`src/rtl/serdes_pkg.sv`:
```
// serdes_pkg: word-width defaults and data_mod convention shared by serializer and deserializer
package serdes_pkg;
    localparam int DEF_DATA_W     = 16;
    localparam int DEF_DATA_MOD_W = $clog2(DEF_DATA_W);
    localparam int MOD_FULL       = 0;
endpackage

```
`src/rtl/deserializer_if.sv`:
```
// deserializer_if: serial input stream and parallel word output of the deserializer
interface deserializer_if import serdes_pkg::*; #(
    parameter int DATA_W     = DEF_DATA_W,
    parameter int DATA_MOD_W = DEF_DATA_MOD_W
);
    logic                  ser_data;
    logic                  ser_data_val;
    logic                  ser_data_last;
    logic [DATA_W-1:0]     deser_data;
    logic [DATA_MOD_W-1:0] deser_data_mod;
    logic                  deser_data_val;
    modport master (
        output ser_data, ser_data_val, ser_data_last,
        input  deser_data, deser_data_mod, deser_data_val
    );
    modport slave (
        input  ser_data, ser_data_val, ser_data_last,
        output deser_data, deser_data_mod, deser_data_val
    );
endinterface

```
`src/rtl/deserializer_top.sv`:
```
// deserializer_top: synthesis wrapper registering all core inputs and outputs for Fmax
module deserializer_top import serdes_pkg::*; #(
    parameter int DATA_W     = DEF_DATA_W,
    parameter int DATA_MOD_W = DEF_DATA_MOD_W
) (
    input logic           clk_i,
    input logic           srst_i,
    deserializer_if.slave bus
);
    deserializer_if #(.DATA_W(DATA_W), .DATA_MOD_W(DATA_MOD_W)) core_bus ();
    always_ff @(posedge clk_i) begin
        if (srst_i) begin
            core_bus.ser_data      <= 1'b0;
            core_bus.ser_data_val  <= 1'b0;
            core_bus.ser_data_last <= 1'b0;
            bus.deser_data         <= '0;
            bus.deser_data_mod     <= '0;
            bus.deser_data_val     <= 1'b0;
        end else begin
            core_bus.ser_data      <= bus.ser_data;
            core_bus.ser_data_val  <= bus.ser_data_val;
            core_bus.ser_data_last <= bus.ser_data_last;
            bus.deser_data         <= core_bus.deser_data;
            bus.deser_data_mod     <= core_bus.deser_data_mod;
            bus.deser_data_val     <= core_bus.deser_data_val;
        end
    end
    deserializer #(.DATA_W(DATA_W), .DATA_MOD_W(DATA_MOD_W)) core (
        .clk_i  (clk_i),
        .srst_i (srst_i),
        .bus    (core_bus)
    );
endmodule

```
`src/rtl/deserializer.sv`:
```
// deserializer: collects an MSB-first serial stream into left-aligned words, closing early on last
module deserializer import serdes_pkg::*; #(
    parameter int DATA_W     = DEF_DATA_W,
    parameter int DATA_MOD_W = DEF_DATA_MOD_W
) (
    input logic           clk_i,
    input logic           srst_i,
    deserializer_if.slave bus
);
    logic [DATA_W-1:0]     sr;
    logic [DATA_MOD_W-1:0] cnt;
    logic [DATA_W-1:0]     word;
    logic                  full;
    logic                  done;
    always_comb begin
        // sr keeps unfilled low bits at zero, so an early close is already left-aligned
        word = sr | (DATA_W'(bus.ser_data) << (DATA_MOD_W'(DATA_W - 1) - cnt));
        full = cnt == DATA_MOD_W'(DATA_W - 1);
        done = bus.ser_data_last || full;
    end
    always_ff @(posedge clk_i) begin
        if (srst_i) begin
            sr                 <= '0;
            cnt                <= '0;
            bus.deser_data     <= '0;
            bus.deser_data_mod <= '0;
            bus.deser_data_val <= 1'b0;
        end else begin
            bus.deser_data_val <= bus.ser_data_val && done;
            if (bus.ser_data_val) begin
                sr  <= done ? '0 : word;
                cnt <= done ? '0 : cnt + 1'b1;
                if (done) begin
                    bus.deser_data     <= word;
                    bus.deser_data_mod <= full ? DATA_MOD_W'(MOD_FULL) : cnt + 1'b1;
                end
            end
        end
    end
endmodule

```
`src/flat_wrapper.sv`:
```
// flat-port wrapper written by rule: the top's interface ports become plain ports
module deserializer_top_flat import serdes_pkg::*;
#(
    parameter int DATA_W     = DEF_DATA_W,
    parameter int DATA_MOD_W = DEF_DATA_MOD_W
)
  (clk_i, srst_i, bus_ser_data, bus_ser_data_val, bus_ser_data_last, bus_deser_data, bus_deser_data_mod, bus_deser_data_val);
  deserializer_if #(.DATA_W(DATA_W), .DATA_MOD_W(DATA_MOD_W)) bus_i ();
  input logic clk_i;
  input logic srst_i;
  input wire logic [$bits(bus_i.ser_data)-1:0] bus_ser_data;
  input wire logic [$bits(bus_i.ser_data_val)-1:0] bus_ser_data_val;
  input wire logic [$bits(bus_i.ser_data_last)-1:0] bus_ser_data_last;
  output wire logic [$bits(bus_i.deser_data)-1:0] bus_deser_data;
  output wire logic [$bits(bus_i.deser_data_mod)-1:0] bus_deser_data_mod;
  output wire logic [$bits(bus_i.deser_data_val)-1:0] bus_deser_data_val;
  assign bus_i.ser_data = bus_ser_data;
  assign bus_i.ser_data_val = bus_ser_data_val;
  assign bus_i.ser_data_last = bus_ser_data_last;
  assign bus_deser_data = bus_i.deser_data;
  assign bus_deser_data_mod = bus_i.deser_data_mod;
  assign bus_deser_data_val = bus_i.deser_data_val;
  deserializer_top #(.DATA_W(DATA_W), .DATA_MOD_W(DATA_MOD_W)) u_core (.clk_i(clk_i), .srst_i(srst_i), .bus(bus_i));
endmodule
```
`config.mk`:
```
export PLATFORM = sky130hd
export DESIGN_NAME = deserializer_top_flat
export DESIGN_NICKNAME = d
export VERILOG_FILES = /design/src/rtl/serdes_pkg.sv /design/src/rtl/deserializer_if.sv /design/src/rtl/deserializer_top.sv /design/src/rtl/deserializer.sv /design/src/flat_wrapper.sv
export SDC_FILE = /design/constraint.sdc
export NUM_CORES = 1
export LEC_CHECK = 0
export ABC_AREA = 1
export CAP_MARGIN = 25
export CELL_PAD_IN_SITES_DETAIL_PLACEMENT = 0
export CELL_PAD_IN_SITES_GLOBAL_PLACEMENT = 1
export CORE_ASPECT_RATIO = 1.25
export CORE_MARGIN = 2
export CORE_UTILIZATION = 37
export CTS_CLUSTER_DIAMETER = 200
export DETAILED_ROUTE_END_ITERATION = 8
export HOLD_SLACK_MARGIN = 0.06
export PLACE_DENSITY = 0.75
export SLEW_MARGIN = 20
export SYNTH_ARGS = -nofsm -noshare
export SYNTH_HDL_FRONTEND = slang
export SYNTH_SLANG_ARGS = --single-unit
```
`constraint.sdc`:
```
create_clock -name clk_i -period 1.2 [get_ports clk_i]
set_input_delay 0.12 -clock clk_i [delete_from_list [all_inputs] [get_ports clk_i]]
set_output_delay 0.12 -clock clk_i [all_outputs]
set_load 0.05 [all_outputs]
```
# [After elaboration in Yosys (flattened, before gate mapping)]
# Cells that the tools add are included.
[word_totals] mem_count=0 romBits=0 output_inout_bits=21 mem_bits_rw=0 reg_bits=65 latch_bits=0
[op_classes] magnitude_cmp=0 div_mod_pow=0 shift=1 n_eq_ne=1 n_addsub=2 bitwise_logic=1 reduce_logical=3 n_mux=3 n_mul=0
[op_table] op="two-way mux 16 bit" n=1
[op_table] op="bitwise OR 16 bit" n=1
[op_table] op="<< shifter 1 x 4 -> 16 bit" n=1
[op_table] op="two-way mux 4 bit" n=2
[op_table] op="adder 4 x 1 -> 4 bit (second input constant)" n=1
[op_table] op="== test 4 bit (second input constant)" n=1
[op_table] op="subtractor 4 bit (first input constant)" n=1
[op_table] op="AND reduction 2 bit" n=1
[op_table] op="logical AND 1 bit" n=1
[op_table] op="logical OR 1 bit" n=1

# [Longest topological paths before layout]
[depth] ltp_word=4 ltp_mapped=8 ltp_nobuf=7

# [By module]
# Synthesis repeated with hierarchy kept, for this count alone.
[unflattened] cells_unflattened=326 hier_area_um2=2453.6
[modules_own_cells] module="deserializer" instances=1 cells_per_inst=252 area_per_inst_um2=1770.4
[modules_own_cells] module="deserializer_top" instances=1 cells_per_inst=74 area_per_inst_um2=683.2

# [Worst setup path before layout]
# No wires, ideal clock.
[synth_path] kind="flip-flop to flip-flop" from="register u_core.core.cnt[0]" to="register u_core.core.bus.deser_data[10]" arrival_time_ns=1.150 path_buffers=1 slack_ns=-0.063 setup_time_ns=0.113 required_time_ns=1.087 synth_period_minus_slack_ns=1.263 path_stages_with_launch=8 path_cell_list="dfxtp_1 ha_1 nand3_4 nand2_4 nand2_4 buf_2 nand3_1 nand2_1"
[synth_between] elab_chain_len=3 elab_cells_between_ends=6 classes_between="add/sub: 1; eq/ne: 1; shift: 1; bitwise: 1; reduce/logical: 2"
[synth_rtl] item="start: declaration" line_no="deserializer.sv:11" source="logic [DATA_MOD_W-1:0] cnt;"
[synth_rtl] item="start signal: assignment" line_no="deserializer.sv:32" source="cnt <= done ? '0 : cnt + 1'b1;"
[synth_rtl] item="subtractor 4 bit / == test 4 bit (equally long branches)" line_no="deserializer.sv:17, deserializer.sv:18"
[synth_rtl] item="<< shifter 1 x 4 -> 16 bit / logical OR 1 bit (equally long branches)" line_no="deserializer.sv:17, deserializer.sv:19"
[synth_rtl] item="bitwise OR 16 bit / AND reduction 2 bit (equally long branches)"
[synth_rtl] item="end signal: assignment" line_no="deserializer.sv:34" source="bus.deser_data <= word;"
[synth_rtl] item="end: declaration" line_no="deserializer_if.sv:18" source="output deser_data, deser_data_mod, deser_data_val"
# Several ways; a longest one is shown, not always the timed one.
# A chain may end at the register's enable or synchronous reset.

# [Final worst setup path]
[layout_path] from="register u_core.core.cnt[1]" to="register u_core.core.bus.deser_data[2]"
# The elaborated chain is that of the path after synthesis.

==> impl_metrics.ini <==
[timing]
report.final.slew_viol_count = 0
final.period_utilization_pct = 96.6
skew_ns = 0.00935
rsz0062_at_grt = true
slew_headroom_pct = 76.9
fmax_ghz = 0.863
worstMarginPinSlew_ns = 0.347
post-route-min-period_ns = 1.16
report.final.setup_viol = 0
final-hold-violation-count = 0

[cells_and_area]
fin_util_pct = 52.7
antennaDiodeCount = 0
nNetsFinal = 366
drive_above_1_share_pct = 20.8
syn_to_final_growth_pct = 39.2

[clock_network]
clock_latency_ns = 0.35
cts_sinks = 65
numCtsBuffers = 9
cts.path.max_buffers = 2
cts_tree = done
root_buffer = clkbuf_8
h-tree-depth = 3
cts-hold-fix-buffers = 0
clk_pin_slew_ns = 0.07

[global_route]
overflow = 0
grt_pass1_vias = 1862
grt_pass1_wl_um = 8690
grt_usage_pct = 15.4
grt_max_degree = 26
antenna_found_initial = 0

[synth]
ys.warnings.count = 0
synth_fp_nets = 325
ys_types = 23
ys_ff_latch = 65
syn-instance-count = 319
synth_seq_area_share_pct = 53.0
netlist_area_um2 = 2450
syn_avg_cell_area_um2 = 7.69

[power]
p_leak_nw = 1.45
ir_drop_mv = 0.810
p_per_area_nw_per_um2 = 1360
total_power_w = 0.00463

[critical_path]
arrival_ns = 1.40
cp_max_fo = 17
r2r-start = u_core.core.cnt[1]
cpPeakStageDelay_ns = 0.34
cp_num_buf_inv = 2
path_class = reg2reg
r2r_cells = 8
cp.required_ns = 1.44
critical_path.top_delay_family = flip-flops
crit_chain = ha_4 > nand3_4 > nand2_4 > nand3_2 > clkinv_2 > buf_12 > nand2_1 > nand2_1
r2r-end = u_core.core.bus.deser_data[2]
crit_top_cell = nand2_1
endpoint = u_core.core.bus.deser_data[2]
crit_cells = 8
crit_slowest_cell = dfxtp_2
end_kind = flop
setup.worst_path.start = u_core.core.cnt[1]
r2r_slack_ns = 0.04
critPathLaunchType = flop

[floorplanning]
ios = 26
start_util_pct = 37.8
die_height_um = 95.0
num_rows = 33
fp.dieW_um = 76.8
coreArea_um2 = 6480
die-area_um2 = 7300

[worst_hold_path]
hold_path.class = in2reg

[place]
gp_congestion = 0.821
portBuffers = 25
dp.final_hpwl_um = 3320

[drt]
firstDrtPassIters = 4
via_per_inst = 4.48
routed-via-count = 2025
wl_per_cell_um = 10.9
initialDrtViolationCount = 84
ant_nets = 0
detail_route.drc_violations = 0
finalWirelength_um = 4920

[status]
status = complete, no violations

[job]
cap_violations = 0
## synthesized netlist by cell type (all sizes together)
library cell / n / area share, %
ha: 1 / 0.51
nor2: 31 / 4.8
nand2: 75 / 12
nand4: 10 / 2.5
a21oi: 33 / 6.7
dfxtp: 65 / 53
o21ai: 6 / 1.2
xnor2: 1 / 0.36
buf: 14 / 3.5
clkinv: 2 / 0.36
nand3: 30 / 6.8
clkbuf: 2 / 0.31
inv: 48 / 7.3
o32ai: 1 / 0.36
## layer usage
metal  wire, µm  GRT usage, %  part of all wire [%]  up-vias
met5          0             0                     0        -
met4        111          7.73                   2.3        0
met3        226          4.92                   4.6        9
met2       2430          25.4                    49       35
met1       2150          18.0                    44      904
li1           -             -                     -     1077
## worst reg2reg max path: cells and delay by family (launching register included)
kind	cells	cell delay, ns
adders and majority gates	1	0.16
and+or+nand+nor	5	0.33
DFF	1	0.34
buffers and inverters	2	0.21
## cells by family after synthesis
kind of cell / Yosys count / share of synthesized area, %
adders and majority gates: 1 / 0.510
xor gates and xnor gates: 1 / 0.357
DFF: 65 / 53.0
AOI/OAI and AO/OA: 40 / 8.31
and+or+nand+nor: 146 / 26.3
buffers and inverters: 66 / 11.5
## area by class of cell
cell class / count / area (µm²)
clock buffer: 11 / 141
clock inverter: 5 / 103
fill: 643 / 3070
inverter: 50 / 193
multi-input combinational: 188 / 905
sequential: 65 / 1310
tap: 87 / 109
timing repair buffer: 46 / 659
## where the power goes
part / leakage (nW) / internal [W] / total [W] / switching, W
Sequential: 0.526 / 0.00217 / 0.00218 / 0.0000122
Combinational: 0.799 / 0.0000752 / 0.000190 / 0.000115
Clock: 0.120 / 0.00143 / 0.00226 / 0.000828
## flip-flops by register name (all words and copies together), names as in the netlist
register and count:
u_core.core.bus.deser_data_val 1, u_core.bus.deser_data_val 1, u_core.bus.deser_data 16, u_core.core_bus.ser_data_last 1, u_core.bus.deser_data_mod 4, u_core.core.bus.deser_data 16
u_core.core.sr 16, u_core.core_bus.ser_data 1, u_core.core.cnt 4, u_core.core_bus.ser_data_val 1, u_core.core.bus.deser_data_mod 4
## per-stage QoR
stage	instance area [µm²]	cells	TNS, ns	hold WS, ns	worst slack (ns)
detailed placement	3130	436	-1.37	0.401	-0.0549
finish	3420	452	0	0.288	0.0410
CTS	3400	452	0	0.271	0.0180
global placement	3130	436	-0.723	0.396	-0.0318
floorplan	2460	319	0	0.227	0.0118
global route	3420	452	-0.591	0.300	-0.0568
## timing repair
action                                  4_1_cts  5_1_grt
pin swaps                                     1        0
endpoints found under the setup margin       12       32
buffers inserted                              0        0
gates resized for setup                       4       11
## worst min-delay path by stage
stage | start | to | slack (ns) | depth (start not counted)
final | bus_ser_data | u_core.core_bus.ser_data | 0.29 | 3
after global routing | bus_ser_data | u_core.core_bus.ser_data | 0.30 | 3
after CTS | bus_ser_data | u_core.core_bus.ser_data | 0.27 | 3
after detailed placement | u_core.core.bus.deser_data_val | u_core.bus.deser_data_val | 0.40 | 2
after global placement | u_core.core.bus.deser_data_val | u_core.bus.deser_data_val | 0.40 | 2
after floorplan | bus_ser_data | u_core.core_bus.ser_data | 0.23 | 2
## cell usage in the layout, fill, tap and decap left out, drive strengths merged
cell | synthesis | routed
a21oi | 33 | 33
ha | 1 | 1
buf | 14 | 42
clkdlybuf4s50 | 0 | 4
nand3 | 30 | 30
o32ai | 1 | 1
xnor2 | 1 | 1
dfxtp | 65 | 65
clkinv | 2 | 2
inv | 48 | 48
o21ai | 6 | 6
clkbuf | 2 | 11
clkinvlp | 0 | 2
bufinv | 0 | 3
nor2 | 31 | 31
nand4 | 10 | 10
nand2 | 75 | 75
(Power assumes the default switching activity.)
